$ cat src/rtl/decoder_pkg.sv
// -----------------------------------------------------------------------------
// decoder_pkg
// Shared encodings for the scanning one-hot decoder family.
//   mode_e  : MODE input encodings (direct / continuous scan / one-shot sweep /
//             hold)
//   state_e : control FSM state encodings (also exported for debug)
//   dwell_cnt_w() : width of a dwell counter that must hold values 0..DWELL
// -----------------------------------------------------------------------------
package decoder_pkg;

  typedef enum logic [1:0] {
    MODE_DIRECT = 2'b00,
    MODE_SCAN   = 2'b01,
    MODE_SWEEP  = 2'b10,
    MODE_HOLD   = 2'b11
  } mode_e;

  typedef enum logic [1:0] {
    ST_IDLE  = 2'b00,
    ST_SCAN  = 2'b01,
    ST_SWEEP = 2'b10
  } state_e;

  // The counter is sized to hold DWELL itself, so the compare against
  // DWELL-1 never needs a wider intermediate.
  function automatic int dwell_cnt_w(input int dwell);
    return $clog2(dwell + 1);
  endfunction

endpackage

$ cat src/rtl/decoder_scan_n_if.sv
// -----------------------------------------------------------------------------
// decoder_scan_n_if
// Bundles the control inputs and select outputs of decoder_scan_n.
//   E, MODE, A, START : driven by the master (controller / testbench)
//   D, IDX, BUSY, DONE: driven by the slave (decoder_scan_n)
//   dbg_state         : current FSM state, for observation only
// Handshake semantics: there is no valid/ready pair. START is a single-cycle
// request sampled on the rising clock edge; it is only acted on in IDLE
// (to begin a run) and in SCAN (to stop). DONE is a one-cycle completion
// pulse with no back-pressure; a consumer must sample it on the cycle it is
// high.
// -----------------------------------------------------------------------------
interface decoder_scan_n_if #(
  parameter int SEL_W = 3
);
  import decoder_pkg::*;

  localparam int OUT_W = 2 ** SEL_W;

  logic             E;
  logic [1:0]       MODE;
  logic [SEL_W-1:0] A;
  logic             START;
  logic [OUT_W-1:0] D;
  logic [SEL_W-1:0] IDX;
  logic             BUSY;
  logic             DONE;
  state_e           dbg_state;

  modport master (
    output E, MODE, A, START,
    input  D, IDX, BUSY, DONE, dbg_state
  );

  modport slave (
    input  E, MODE, A, START,
    output D, IDX, BUSY, DONE, dbg_state
  );

endinterface

$ cat src/rtl/decoder_scan_n_dwell_counter.sv
// -----------------------------------------------------------------------------
// dwell_counter
// Counts cycles 0..DWELL-1 while enabled and flags the last one.
//   clk, rst : clock, asynchronous active-high reset
//   clr      : synchronous clear (wins over en)
//   en       : count this cycle
//   tick     : high on the enabled cycle where the count equals DWELL-1;
//              the counter wraps to 0 on that edge
// DWELL must be >= 1; with DWELL=1 tick is high on every enabled cycle.
// -----------------------------------------------------------------------------
module dwell_counter
  import decoder_pkg::*;
#(
  parameter int DWELL = 4
) (
  input  logic clk,
  input  logic rst,
  input  logic clr,
  input  logic en,
  output logic tick
);

  localparam int CW = dwell_cnt_w(DWELL);
  localparam logic [CW-1:0] LAST = CW'(DWELL - 1);

  logic [CW-1:0] cnt_q;

  assign tick = en && (cnt_q == LAST);

  always_ff @(posedge clk or posedge rst) begin
    if (rst) begin
      cnt_q <= '0;
    end else if (clr || tick) begin
      cnt_q <= '0;
    end else if (en) begin
      cnt_q <= cnt_q + CW'(1);
    end
  end

endmodule

$ cat src/rtl/decoder_scan_n.sv
// -----------------------------------------------------------------------------
// decoder_scan_n
// Registered N-to-2^N one-hot decoder with enable and automatic line scanning.
//   clk   : system clock, rising edge
//   rst   : asynchronous active-high reset
//   bus   : decoder_scan_n_if.slave
//     E     enable; low forces D inactive and aborts any run
//     MODE  00 direct, 01 continuous scan, 10 one-shot sweep, 11 hold
//     A     direct address / start index of a scan or sweep
//     START single-cycle request: begins scan/sweep, stops a continuous scan
//     D     registered one-hot select (one-cold when DEC_ACTIVE_LOW_EN)
//     IDX   index currently selected (meaningful while D is active)
//     BUSY  high in SCAN or SWEEP
//     DONE  one-cycle pulse when a sweep finishes
//     dbg_state current FSM state
// Parameters: SEL_W (select width), DWELL (cycles per line when scanning, >=1).
// Build option: define DEC_ACTIVE_LOW_EN to drive D as the bitwise inverse of
// the internal one-hot (74x138 style). IDX/BUSY/DONE are unaffected.
// -----------------------------------------------------------------------------
module decoder_scan_n
  import decoder_pkg::*;
#(
  parameter int SEL_W = 3,
  parameter int DWELL = 4
) (
  input  logic            clk,
  input  logic            rst,
  decoder_scan_n_if.slave bus
);

  localparam int OUT_W = 2 ** SEL_W;
  localparam logic [SEL_W-1:0] LAST_IDX = SEL_W'(OUT_W - 1);

  state_e           state_q, state_n;
  logic [OUT_W-1:0] d_q, d_n;        // internal active-high one-hot
  logic [SEL_W-1:0] idx_q, idx_n;
  logic             busy_q, busy_n;
  logic             done_q, done_n;
  logic             cnt_clr, cnt_en, tick;
  logic [SEL_W-1:0] idx_inc;
  mode_e            mode;

  assign mode    = mode_e'(bus.MODE);
  assign idx_inc = idx_q + SEL_W'(1);   // natural wrap gives the SCAN rollover

  dwell_counter #(
    .DWELL (DWELL)
  ) u_dwell (
    .clk  (clk),
    .rst  (rst),
    .clr  (cnt_clr),
    .en   (cnt_en),
    .tick (tick)
  );

  always_ff @(posedge clk or posedge rst) begin
    if (rst) begin
      state_q <= ST_IDLE;
      d_q     <= '0;
      idx_q   <= '0;
      busy_q  <= 1'b0;
      done_q  <= 1'b0;
    end else begin
      state_q <= state_n;
      d_q     <= d_n;
      idx_q   <= idx_n;
      busy_q  <= busy_n;
      done_q  <= done_n;
    end
  end

  always_comb begin
    state_n = state_q;
    d_n     = d_q;
    idx_n   = idx_q;
    done_n  = 1'b0;
    cnt_clr = 1'b0;
    cnt_en  = 1'b0;

    unique case (state_q)
      ST_IDLE: begin
        cnt_clr = 1'b1;
        if (!bus.E) begin
          d_n = '0;
        end else begin
          unique case (mode)
            MODE_DIRECT: begin
              d_n   = OUT_W'(1) << bus.A;
              idx_n = bus.A;
            end
            MODE_SCAN, MODE_SWEEP: begin
              // Without START, scan/sweep modes simply keep the last select.
              if (bus.START) begin
                state_n = (mode == MODE_SCAN) ? ST_SCAN : ST_SWEEP;
                d_n     = OUT_W'(1) << bus.A;
                idx_n   = bus.A;
              end
            end
            MODE_HOLD: begin
              // D and IDX keep their last values.
            end
            default: begin
            end
          endcase
        end
      end

      ST_SCAN: begin
        if (!bus.E || bus.START) begin
          // Stop takes precedence over a coincident dwell boundary.
          state_n = ST_IDLE;
          d_n     = '0;
          cnt_clr = 1'b1;
        end else begin
          cnt_en = 1'b1;
          if (tick) begin
            idx_n = idx_inc;
            d_n   = OUT_W'(1) << idx_inc;
          end
        end
      end

      ST_SWEEP: begin
        if (!bus.E) begin
          state_n = ST_IDLE;
          d_n     = '0;
          cnt_clr = 1'b1;
        end else begin
          cnt_en = 1'b1;
          if (tick) begin
            if (idx_q == LAST_IDX) begin
              state_n = ST_IDLE;
              d_n     = '0;
              done_n  = 1'b1;
            end else begin
              idx_n = idx_inc;
              d_n   = OUT_W'(1) << idx_inc;
            end
          end
        end
      end

      default: begin
        state_n = ST_IDLE;
        d_n     = '0;
        cnt_clr = 1'b1;
      end
    endcase

    busy_n = (state_n != ST_IDLE);
  end

`ifdef DEC_ACTIVE_LOW_EN
  assign bus.D = ~d_q;
`else
  assign bus.D = d_q;
`endif

  assign bus.IDX       = idx_q;
  assign bus.BUSY      = busy_q;
  assign bus.DONE      = done_q;
  assign bus.dbg_state = state_q;

endmodule
$ cat src/flat_wrapper.sv
// flat-port wrapper written by rule: the top's interface ports become plain ports
module decoder_scan_n_flat import decoder_pkg::*;
#(
  parameter int SEL_W = 3,
  parameter int DWELL = 4
)
  (clk, rst, bus_E, bus_MODE, bus_A, bus_START, bus_D, bus_IDX, bus_BUSY, bus_DONE, bus_dbg_state);
  decoder_scan_n_if #(.SEL_W(SEL_W)) bus_i ();
  input  logic clk;
  input  logic rst;
  input wire logic [$bits(bus_i.E)-1:0] bus_E;
  input wire logic [$bits(bus_i.MODE)-1:0] bus_MODE;
  input wire logic [$bits(bus_i.A)-1:0] bus_A;
  input wire logic [$bits(bus_i.START)-1:0] bus_START;
  output wire logic [$bits(bus_i.D)-1:0] bus_D;
  output wire logic [$bits(bus_i.IDX)-1:0] bus_IDX;
  output wire logic [$bits(bus_i.BUSY)-1:0] bus_BUSY;
  output wire logic [$bits(bus_i.DONE)-1:0] bus_DONE;
  output wire logic [$bits(bus_i.dbg_state)-1:0] bus_dbg_state;
  assign bus_i.E = bus_E;
  assign bus_i.MODE = bus_MODE;
  assign bus_i.A = bus_A;
  assign bus_i.START = bus_START;
  assign bus_D = bus_i.D;
  assign bus_IDX = bus_i.IDX;
  assign bus_BUSY = bus_i.BUSY;
  assign bus_DONE = bus_i.DONE;
  assign bus_dbg_state = bus_i.dbg_state;
  decoder_scan_n #(.SEL_W(SEL_W), .DWELL(DWELL)) u_core (.clk(clk), .rst(rst), .bus(bus_i));
endmodule
$ cat config.mk
export PLATFORM = sky130hd
export DESIGN_NAME = decoder_scan_n_flat
export DESIGN_NICKNAME = d
export VERILOG_FILES = /design/src/rtl/decoder_pkg.sv /design/src/rtl/decoder_scan_n_if.sv /design/src/rtl/decoder_scan_n_dwell_counter.sv /design/src/rtl/decoder_scan_n.sv /design/src/flat_wrapper.sv
export SDC_FILE = /design/constraint.sdc
export NUM_CORES = 1
export LEC_CHECK = 0
export CAP_MARGIN = 20
export CORE_MARGIN = 2
export CORE_UTILIZATION = 45
export DETAILED_ROUTE_END_ITERATION = 10
export HOLD_SLACK_MARGIN = 0.08
export PLACE_DENSITY = 0.78
export SLEW_MARGIN = 20
export SYNTH_ARGS = -nofsm -noshare
export SYNTH_HDL_FRONTEND = slang
export SYNTH_SLANG_ARGS = --single-unit
$ cat constraint.sdc
create_clock -name clk -period 4.42 [get_ports clk]
set_input_delay 1.105 -clock clk [delete_from_list [all_inputs] [get_ports clk]]
set_output_delay 1.105 -clock clk [all_outputs]
set_load 0.02 [all_outputs]
-- Word level (Yosys, flattened, before mapping)
Index checks and enable logic that the tools add are counted.
W data, S select, Z words.
- add/sub/neg operators: 2
- equality and inequality tests: 18
- shift operators: 2
- multiplexer cells: 39
- reductions and logical operators: 12
- operator list (operator ; count):
    $mux W8 ; 7
    $mux W3 ; 9
    $pmux W8 S3 ; 1
    $mux W2 ; 8
    $pmux W8 S2 ; 1
    $shl A1 B3 Y8 const A ; 2
    $ne A2 B2 Y1 const B ; 6
    $ne A3 B3 Y1 const B ; 3
    $pmux W3 S3 ; 1
    $reduce_and A9 Y1 ; 1
    $mux W1 ; 8
    $ne A4 B4 Y1 const B ; 2
    $add A3 B1 Y3 const B ; 2
    $pmux W2 S3 ; 1
    $pmux W3 S2 ; 1
    $eq A2 B1 Y1 const B ; 2
    $eq A2 B2 Y1 const B ; 2
    $logic_not A2 Y1 ; 2
    $pmux W1 S2 ; 2
    $reduce_and A4 Y1 ; 1
    $reduce_bool A2 Y1 ; 2
    $eq A3 B2 Y1 const B ; 1
    $eq A3 B3 Y1 const B ; 1
    $ne A3 B2 Y1 const B ; 1
    other kinds (5) ; 6
- register bits: 18
- output and inout bits: 15

-- Depth between registers and ports, before layout
- word-level depth: 9
- mapped depth: 9
- gate-level depth less buffers: 7

-- Hierarchy
A second synthesis with hierarchy kept.
- cell total of the unflattened synthesis: 136
- area, all modules: 1336.3 µm²
- by module, submodules not included (module ; times used ; cells an instance ; area each (µm²) ; seq. area each (µm²)):
    decoder_scan_n ; 1 ; 120 ; 1166.1 ; 375.4
    dwell_counter ; 1 ; 16 ; 170.2 ; 75.1

-- Worst setup path after synthesis
Ideal clock, no wire load.
- path kind: in2reg
- start: input port bus_MODE[0]
- end: register u_core.idx_q[0], in the netlist u_core.bus.IDX[0]
- setup time: 0.136 ns
- data arrival time: 2.193 ns
- data required time: 4.284 ns
- path slack: 2.091 ns
- stages on the path: 7
- buffers on the path: 0
- path through: inv_1 ha_1 mux2i_1 and2_1 a211o_1 o21ai_1 o31ai_1
- word-level cells in the longest chain between the ends: 5
- ends and longest elaborated chain (element ; line ; text):
    from (decl) ; flat_wrapper.sv:12 ; input wire logic [$bits(bus_i.MODE)-1:0] bus_MODE;
    $eq A2 B2 Y1 / $eq A2 B1 Y1 (equally long branches) ; decoder_scan_n.sv:86 ; unique case (mode)
    $reduce_or A2 Y1 ; decoder_scan_n.sv:86 ;
    $pmux W3 S2 ; decoder_scan_n.sv:86 ;
    $mux W3 ; decoder_scan_n.sv:83 ; if (!bus.E) begin
    $pmux W3 S3 ; decoder_scan_n.sv:80 ; unique case (state_q)
    to (signal assigned) ; decoder_scan_n.sv:66 ; idx_q <= idx_n;
    to (decl) ; decoder_scan_n.sv:36 ; logic [SEL_W-1:0] idx_q, idx_n;
Several ways; a longest one is shown, not always the timed one. The select of a mux whose other input is x is not followed.
A chain may end at the register's enable or synchronous reset.

-- Worst setup path after layout
Ends and elaborated chain as after synthesis.

==> flow_summary.json <==
{
  "nFillCells": 237,
  "ant_nets": 0,
  "met3WireLength_um": 127,
  "finalNonFillerCells": 188,
  "path_clk_slew_ps": 100,
  "nets": 183,
  "overflow": 0,
  "fin_crit_ps": 2640,
  "hold_path_class": "reg -> reg",
  "grt_pass1_vias": 1025,
  "place_inst": 185,
  "io_pins": 24,
  "p_per_area_nw_per_um2": 491,
  "finalClockSkew_ps": 0.825,
  "initial_core_util_pct": 48.6,
  "synth_area_per_cell_um2": 8.88,
  "final_common_cell": "clkdlybuf4s50_1",
  "yosysUniqueCellTypes": 33,
  "ys_warn_count": 0,
  "crit_path_max_incr_delay_ps": 480,
  "pwr-share-comb_pct": 55.3,
  "p_switching_uw": 323,
  "vias_per_cell": 5.77,
  "layout-drive-gt1-share_pct": 4.43,
  "power_frac_seq_pct": 33.1,
  "path_delay_family": "buffers and inverters",
  "async_reset_ff_share_pct": 100,
  "die_area_um2": 3160,
  "drc": 0,
  "ctsLongestPathBuffers": 2,
  "dpl.hpwl_um": 1980,
  "syn-num-nets": 161,
  "cts-resized-gates": 0,
  "cts_num_sinks": 18,
  "end_kind": "register",
  "drt_pre_antenna_iters": 4,
  "max-cap-violations": 0,
  "grt_antenna_before_repair": 0,
  "rsz0062_at_grt": "false",
  "synthCells": 138,
  "internal_power_uw": 406,
  "wl_met2_um": 1200,
  "yosys.area.top_type_share_pct": 36.8,
  "startpoint_type": "input pin",
  "yosysTopAreaCell": "dfrtp_1",
  "grt_max_degree": 19,
  "final.setup.tns_ps": 0,
  "synthFlopType": "dfrtp_1",
  "path_cells": "clkdlybuf4s50_1, inv_1, ha_1, mux2i_1, and2_1, a211o_1, o21ai_1, o31ai_1",
  "synth_seq_cells": 18,
  "max_slew_margin_pct": 53.7,
  "cp_slowest_cell": "clkdlybuf4s50_1",
  "num_rows": 18,
  "peakVddDrop_mv": 0.308,
  "setup_viol": 0,
  "clk_latency_ps": 300,
  "vias": 1084,
  "core_um2": 2520,
  "cts_max_level": 1,
  "syn-cell-area_um2": 1220,
  "timing_hold_violations_final": 0,
  "worst_pin_slew_ps": 693,
  "grtUsageTotal_pct": 17.5,
  "met1_length_um": 1240,
  "cts_made_buffers": 3,
  "layout_common_cells": "clkdlybuf4s50_1, dfrtp_1, nand2_1",
  "final_max_slew_viol_count": 0,
  "worstSetupPathType": "in -> reg",
  "power_frac_clock_pct": 11.6,
  "p_sw_share_pct": 44.3,
  "n_antenna_cell": 0,
  "status": "complete, no violations",
  "power.total_uw": 729,
  "drt_iter0_drc": 44,
  "die_w_um": 56.2,
  "cts_tree": "built",
  "finalWirelength_um": 2610,
  "fin_crit_sh_pct": 59.7,
  "wl_per_cell_um": 13.9,
  "path_max_fanout": 6,
  "highest_layer": "met4",
  "synth_area_leaders": "dfrtp_1, ha_1, o31ai_1, nand2_1, nor2_1",
  "cts-root-buf": "clkbuf_4",
  "area_delta_synth_final_pct": 21.2,
  "dieHeight_um": 56.2,
  "rrSetupSlack_ps": 2360,
  "crit_buf_inv": 2,
  "p_leak_uw": 0.000649,
  "arrival_ps": 2830,
  "grt_pass1_wl_um": 4440,
  "postCtsHoldBufs": 0,
  "postCtsSetupBuffers": 0,
  "gp_congestion": 0.850,
  "yosysSeqAreaShare_pct": 36.8,
  "worstPathRequired_ps": 4610,
  "port_buffers": 23,
  "fmax_mhz": 379,
  "synth_edf_count": 0
}
[sequential cells by signal, summed over array words and instances (netlist names)]
| register | cells |
|---|---|
| u_core.bus.D | 8 |
| u_core.bus.DONE | 1 |
| u_core.bus.BUSY | 1 |
| u_core.bus.IDX | 3 |
| u_core.u_dwell.cnt_q | 3 |
| u_core.bus.dbg_state | 2 |
[cell usage after synthesis (4+ instances only)]
cell and number:
nor2_1 13, ha_1 14, nand2_1 16, inv_1 9, o21ai_0 7, a32oi_1 4
dfrtp_1 18, a21oi_1 7, o31ai_1 9
[logic make-up after synthesis]
logic type               share of synthesized area [%]
AND/OR/NAND/NOR                                   19.7
AO/OA/AOI/OAI                                     21.6
buffers and inverters                             5.21
flip-flops                                        36.8
adder cells (fa/ha/maj)                           14.3
multiplexers                                      2.45
[per-stage QoR]
step / utilization [%] / instance area (um^2) / setup WS [ps] / hold slack, ps
global placement: 58.0 / 1460 / 1550 / 460
detailed placement: 58.0 / 1460 / 1470 / 467
global route: 58.9 / 1490 / 1670 / 507
finish: 58.9 / 1490 / 1780 / 486
floorplan: - / 1220 / 2090 / 483
CTS: 58.9 / 1490 / 1780 / 491
[layout make-up]
class,instances,area (um^2),area share [%]
Sequential cell,18,450,30.3
Timing Repair Buffer,23,230,15.5
Tap cell,30,37.5,2.53
Inverter,9,33.8,2.27
Clock buffer,3,22.5,1.52
Multi-Input combinational cell,105,711,47.9
[final timing paths]
| kind | startpoint | endpoint | cells after the start |
|---|---|---|---|
| max in group asynchronous | rst | u_core.bus.IDX[0]$_DFFE_PP0P_ | 2 |
| setup reg to reg | u_core.bus.dbg_state[0]$_DFF_PP0_ | u_core.bus.IDX[0]$_DFFE_PP0P_ | 7 |
| hold reg to reg | u_core.bus.D[3]$_DFFE_PP0P_ | u_core.bus.D[3]$_DFFE_PP0P_ | 2 |
| setup / recovery | bus_MODE[0] | u_core.bus.IDX[0]$_DFFE_PP0P_ | 8 |
| hold / removal | u_core.bus.D[3]$_DFFE_PP0P_ | u_core.bus.D[3]$_DFFE_PP0P_ | 2 |
| min in group asynchronous | rst | u_core.bus.DONE$_DFF_PP0_ | 2 |
[layer usage]
metal | track usage, % | vias to the layer above
met3 | 2.33 | 5
met2 | 27.9 | 30
li1 | - | 535
met5 | 0 | -
met4 | 7.82 | 0
met1 | 23.7 | 514
[power groups by stage]
stage	Clock [uW]	Sequential (uW)	Combinational [uW]
after floorplan	0	283	228
after global placement	0	242	393
after detailed placement	0	245	402
after CTS	86.7	242	405
after global routing	95.0	249	444
final	84.3	241	403
[worst reg2reg max path: stages, from the launching register on]
cell	delay, ps
dfrtp_1	430
inv_1	80
ha_1	480
and3b_1	210
o211ai_1	110
a211o_1	390
o21ai_1	160
o31ai_1	90
Note: power is estimated with default switching activity, not from simulation.
